File: src/rtl/weight_mem_loader_pkg.sv
// Shared types for the weight memory loader.
//   wl_state_e : loader FSM state encoding (IDLE / LOAD / FLUSH)
//   cnt_width  : width of a counter that indexes n items (at least 1 bit)
package weight_mem_loader_pkg;

  typedef enum logic [1:0] {
    WL_IDLE  = 2'd0,
    WL_LOAD  = 2'd1,
    WL_FLUSH = 2'd2
  } wl_state_e;

  function automatic int cnt_width(input int n);
    return (n > 1) ? $clog2(n) : 1;
  endfunction

endpackage

File: src/rtl/weight_mem_loader.sv
// Write-side loader for the per-neuron weight memories of one ELM layer.
// Takes a neuron-major valid/ready stream of weight words and turns each
// accepted word into one write (one-hot wen, shared waddr/wdata) one cycle later.
//
// Ports
//   clk, rst_n   clock, asynchronous active-low reset
//   start        pulse: begin a full-layer load (only honoured in IDLE)
//   abort        pulse: cancel a load in progress (only honoured in LOAD)
//   s_valid/s_ready/s_data/s_last   weight word stream
//   wen          one-hot write enable, one bit per neuron memory
//   waddr, wdata write address / data, shared by all memories
//   busy         high while in LOAD
//   done         one-cycle pulse in FLUSH, alongside the final write
//   err          sticky s_last framing error, cleared by start
//   layer_id     constant layer number
//   state_dbg    current FSM state
//
// Handshake: a word is accepted on a rising clock edge where s_valid and
// s_ready are both high. s_ready is a function of FSM state only, never of
// s_valid, and the source must hold s_data/s_last stable while s_valid is high
// and s_ready is low.
module weight_mem_loader
  import weight_mem_loader_pkg::*;
#(
  parameter int layerNo      = 1,
  parameter int numNeurons   = 30,
  parameter int numWeights   = 784,
  parameter int addressWidth = 10,
  parameter int dataWidth    = 16
) (
  input  logic                    clk,
  input  logic                    rst_n,
  input  logic                    start,
  input  logic                    abort,
  input  logic                    s_valid,
  output logic                    s_ready,
  input  logic [dataWidth-1:0]    s_data,
  input  logic                    s_last,
  output logic [numNeurons-1:0]   wen,
  output logic [addressWidth:0]   waddr,
  output logic [dataWidth-1:0]    wdata,
  output logic                    busy,
  output logic                    done,
  output logic                    err,
  output logic [7:0]              layer_id,
  output logic [1:0]              state_dbg
);

  localparam int NCW = cnt_width(numNeurons);
  localparam int AW1 = addressWidth + 1;
  localparam logic [AW1-1:0] ACNT_LAST = AW1'(numWeights - 1);
  localparam logic [NCW-1:0] NCNT_LAST = NCW'(numNeurons - 1);

  wl_state_e             state_q, state_d;
  logic [NCW-1:0]        ncnt_q, ncnt_d;
  logic [AW1-1:0]        acnt_q, acnt_d;
  logic [numNeurons-1:0] wen_q, wen_d;
  logic [AW1-1:0]        waddr_q, waddr_d;
  logic [dataWidth-1:0]  wdata_q, wdata_d;
  logic                  err_q, err_d;

  logic accept;
  logic final_word;

  assign accept     = s_valid & s_ready;
  assign final_word = (ncnt_q == NCNT_LAST) && (acnt_q == ACNT_LAST);

  // State register
  always_ff @(posedge clk or negedge rst_n) begin
    if (!rst_n) state_q <= WL_IDLE;
    else        state_q <= state_d;
  end

  // Next-state logic. In LOAD, abort beats the final accept: the word is
  // still written but the load ends without a done pulse.
  always_comb begin
    state_d = state_q;
    unique case (state_q)
      WL_IDLE:  if (start) state_d = WL_LOAD;
      WL_LOAD: begin
        if (abort)                    state_d = WL_IDLE;
        else if (accept && final_word) state_d = WL_FLUSH;
      end
      WL_FLUSH: state_d = WL_IDLE;
      default:  state_d = WL_IDLE;
    endcase
  end

  // FSM outputs, all decoded from state alone
  always_comb begin
    s_ready   = (state_q == WL_LOAD);
    busy      = (state_q == WL_LOAD);
    done      = (state_q == WL_FLUSH);
    state_dbg = state_q;
  end

  // Datapath: counters, write port, error flag
  always_comb begin
    ncnt_d  = ncnt_q;
    acnt_d  = acnt_q;
    wen_d   = '0;
    waddr_d = waddr_q;
    wdata_d = wdata_q;
    err_d   = err_q;

    if (state_q == WL_IDLE && start) begin
      ncnt_d = '0;
      acnt_d = '0;
      err_d  = 1'b0;
    end

    if (accept) begin
      for (int i = 0; i < numNeurons; i++) begin
        if (ncnt_q == NCW'(i)) wen_d[i] = 1'b1;
      end
      waddr_d = acnt_q;
      wdata_d = s_data;
      // s_last must be high on exactly the final word of the layer
      if (s_last != final_word) err_d = 1'b1;
      if (acnt_q == ACNT_LAST) begin
        acnt_d = '0;
        ncnt_d = final_word ? '0 : ncnt_q + NCW'(1);
      end else begin
        acnt_d = acnt_q + AW1'(1);
      end
    end
  end

  always_ff @(posedge clk or negedge rst_n) begin
    if (!rst_n) begin
      ncnt_q  <= '0;
      acnt_q  <= '0;
      wen_q   <= '0;
      waddr_q <= '0;
      wdata_q <= '0;
      err_q   <= 1'b0;
    end else begin
      ncnt_q  <= ncnt_d;
      acnt_q  <= acnt_d;
      wen_q   <= wen_d;
      waddr_q <= waddr_d;
      wdata_q <= wdata_d;
      err_q   <= err_d;
    end
  end

  assign wen      = wen_q;
  assign waddr    = waddr_q;
  assign wdata    = wdata_q;
  assign err      = err_q;
  assign layer_id = 8'(layerNo);

endmodule

File: config.mk
export PLATFORM = sky130hd
export DESIGN_NAME = weight_mem_loader
export DESIGN_NICKNAME = d
export VERILOG_FILES = /design/src/rtl/weight_mem_loader_pkg.sv /design/src/rtl/weight_mem_loader.sv
export SDC_FILE = /design/constraint.sdc
export NUM_CORES = 1
export LEC_CHECK = 0
export CAP_MARGIN = 20
export CORE_UTILIZATION = 40
export DETAILED_ROUTE_END_ITERATION = 8
export GPL_ROUTABILITY_DRIVEN = 0
export GPL_TIMING_DRIVEN = 0
export PLACE_DENSITY = 0.72
export SLEW_MARGIN = 10
export SYNTH_ARGS = -nofsm -noshare
export SYNTH_HDL_FRONTEND = slang
export SYNTH_SLANG_ARGS = --single-unit
export TNS_END_PERCENT = 30
File: constraint.sdc
create_clock -name clk -period 1.6 [get_ports clk]
set_input_delay 0.4 -clock clk [delete_from_list [all_inputs] [get_ports clk]]
set_output_delay 0.4 -clock clk [all_outputs]
set_load 0.1 [all_outputs]
==> reports/qor.txt, run 1 <==
Worst reg2reg startpoint: acnt_q[0]
Yosys top cell by area: dfrtp_1
Post-synthesis adder-cell area fraction: 2.375%
Total GRT Usage: 18.21%
Die footprint: 0.008261 mm²
Final max-slew violation count: 0
DRT Pass-1 Iters: 4
Port bufs: 84
Max cap viols: 0
Final hold vios: 0
CTS Sinks: 76
Worst setup EP type: primary output
Largest net degree at the start of global routing: 52
Status: complete, but fails checks
Setup crit start kind: register
Largest family of logic cells by synthesized area: simple AND/OR/NAND/NOR gates
Initial cell density of the core: 41.11%
Num CTS Buffers: 9
Layout Utilization: 55.60%
GRT overflow: 0
Violated checks: setup timing
Hold crit path type: register to register
Sequential cell area fraction in the yosys report: 60.17%
Worst Clk Skew: 0.01027 ns
Synth Area in Compound Gates: 5.146%
I/O pin cnt: 93
Vias in the first global route: 2481
FP Rows: 32
Iter 0 DRT Violations: 57
WS Path Type: register to primary output
Die width: 90.89 µm
Core area: 0.007687 mm²
Clk root buf: clkbuf_8
WP data arrival: 1.32 ns
TritonCTS clock tree: yes
N_diodes: 0
Syn_area_per_cell: 9.785 µm²
Post-Synth Simple-Gate Area: 26.56%
WL/cell: 13.30 µm
H-Tree Depth: 3
Synth top area cells: dfrtp_1 60%, nand2_1 12%, nor2_1 3.9%, nand3_1 2.7%, ha_1 2.4%
Hold Slack: 0.4713 ns
Hpwl dp: 4901 µm
Final period util: 107.7%
Pwr dens: 1231 mW/mm²
Number of remaining DRC errors: 0
Fmax: 580.2 MHz
Leakage: 2.234 nW
RSZ-0062 raised after global routing: true
Synth cell types: 44
CP Launch Point: state_dbg[1]
Mux contribution to synthesized area: 0%
First-pass GRT wire length: 11940 µm
Synth Instances: 323
Tmin final: 1.724 ns
Die Y: 90.89 µm
Initial antenna violation count: 0
Hold Crit Depth: 2
Yosys reg bits: 76
Commonest non-fill, non-tap cell in the layout: nand2_1
Share of cells above drive strength 1: 31.14%
Synth Area in XOR/XNOR: 0.2771%
Synth top area share: 60.17%
CTS Buffer Depth: 2
PnR worst setup slack: -0.1236 ns
Synth warn: 0
Layout area overhead: 35.23%
Max Fanout on Critical Path: 6
Worst VDD drop: 0.5526 mV
Antenna Nets Post-Route: 0
Place WS: -0.7002 ns
Most frequent cells in the layout: 101 x nand2_1, 71 x dfrtp_1, 66 x buf_2
CP Data Required Time: 1.20 ns
Asr flop ratio synth: 100.0%
Total chip power: 5.262 mW
RR Endpoint: acnt_q[8]
Detailed-route wire length: 7211 µm
Worst-path clk slew: 0.08 ns
WHS Endpoint: waddr[8]
Hold_sp: waddr[8]
Post-synthesis cell area: 0.003161 mm²
EDFF count, synth: 0
Vias: 2543
# nets final: 463
Worst Reg-to-Reg Cells: 6
Setup-failing EPs final: 10
Worst-Skew Late Latency: 0.35 ns
R2R Setup Slk: -0.07 ns
Most common flop cell mapped by yosys: dfrtp_1
DR vias/cell: 4.692
==> worst max path at each step <==
stage	cells past startpoint	end	slack, ns
after floorplan	2	s_ready	-0.33
after global placement	1	state_dbg[1]	-2.94
after detailed placement	3	s_ready	-0.70
after CTS	3	s_ready	-0.13
after global routing	3	s_ready	-0.16
final	3	s_ready	-0.12
==> through the flow <==
step	TNS, ns	cells	cell area (µm²)
2_1_floorplan	-1.860	329	3231
3_3_place_gp	-222.70	515	4199
3_5_place_dp	-39.18	516	4224
4_1_cts	-0.6457	535	4177
5_1_grt	-1.644	542	4274
6_report	-0.5473	542	4274
==> worst max-delay path, cell delays in order, from the launching register on <==
cell and delay [ns]:
dfrtp_4 0.52, nor2b_4 0.18, buf_12 0.12, buf_12 0.16
==> logic make-up (layout without fill, tap and decap cells) <==
family,after synthesis,count (layout)
and+or+nand+nor,186,186
AOI/OAI and AO/OA,23,23
adders and majority gates,6,6
other,2,8
DFF,76,76
xor gates and xnor gates,1,1
buffers and inverters,29,140
==> metal layers <==
| layer | vias up | GRT usage (%) | part of all wire, % |
|---|---|---|---|
| met1 | 1206 | 23.31 | 44 |
| met4 | 0 | 6.085 | 1.4 |
| met3 | 11 | 3.704 | 4.8 |
| li1 | 1261 | - | - |
| met5 | - | 0 | 0 |
| met2 | 65 | 30.87 | 50 |
==> where the power goes <==
| group | switching, mW | internal, mW | total [mW] |
|---|---|---|---|
| Clock | 0.762 | 0.584 | 1.35 |
| Combinational | 1.41 | 0.349 | 1.76 |
| Sequential | 0.0882 | 2.07 | 2.16 |
==> final cells by class <==
type | count | area, µm²
Fill cell | 709 | 3413
Sequential cell | 76 | 1913
Multi-Input combinational cell | 224 | 1191
Timing Repair Buffer | 95 | 666.9
Buffer | 25 | 177.7
Tap cell | 102 | 127.6
Clock buffer | 9 | 123.9
Clock inverter | 7 | 58.81
Inverter | 4 | 15.01
==> registers in the layout, indices dropped and copies added, names as in the netlist <==
name       count
wen           30
wdata         16
acnt_q        11
waddr         11
ncnt_q         5
state_dbg      2
err            1
==> synth_stat cells, types with 2 or more instances <==
cell type  count
a21oi_1        3
a31o_2         2
and3_1         5
and4_1         2
buf_2          5
buf_4          9
buf_6          2
clkbuf_1       8
conb_1         2
dfrtp_1       76
ha_1           6
inv_1          4
nand2_1      102
nand2b_1       2
nand3_1       17
nand3b_1       3
nand4_1        4
nor2_1        33
nor2b_1        2
o21ai_0        4
o21ai_1        5
o31ai_1        2
or3_1          3
or4_1          2
==> timing repair <==
action,in CTS,in global routing
buffers inserted,2,7
hold buffers,1,0
gates resized for setup,332,21
endpoints found under the setup margin,116,59
endpoints found under the hold margin,25,0
pin swaps,5,2
Power figures use the tool's default switching activity.
==> inputs of run 2 (changes only) <==
--- a/config.mk
+++ b/config.mk
@@ -5,11 +5,12 @@
 export SDC_FILE = /design/constraint.sdc
 export NUM_CORES = 1
 export LEC_CHECK = 0
-export CAP_MARGIN = 20
+export CAP_MARGIN = 10
 export CORE_UTILIZATION = 40
 export DETAILED_ROUTE_END_ITERATION = 8
 export GPL_ROUTABILITY_DRIVEN = 0
 export GPL_TIMING_DRIVEN = 0
+export HOLD_SLACK_MARGIN = 0.08
 export PLACE_DENSITY = 0.72
 export SLEW_MARGIN = 10
 export SYNTH_ARGS = -nofsm -noshare
==> results of run 2 <==
Final layout, timing and power as in run 1 (identical DEF).
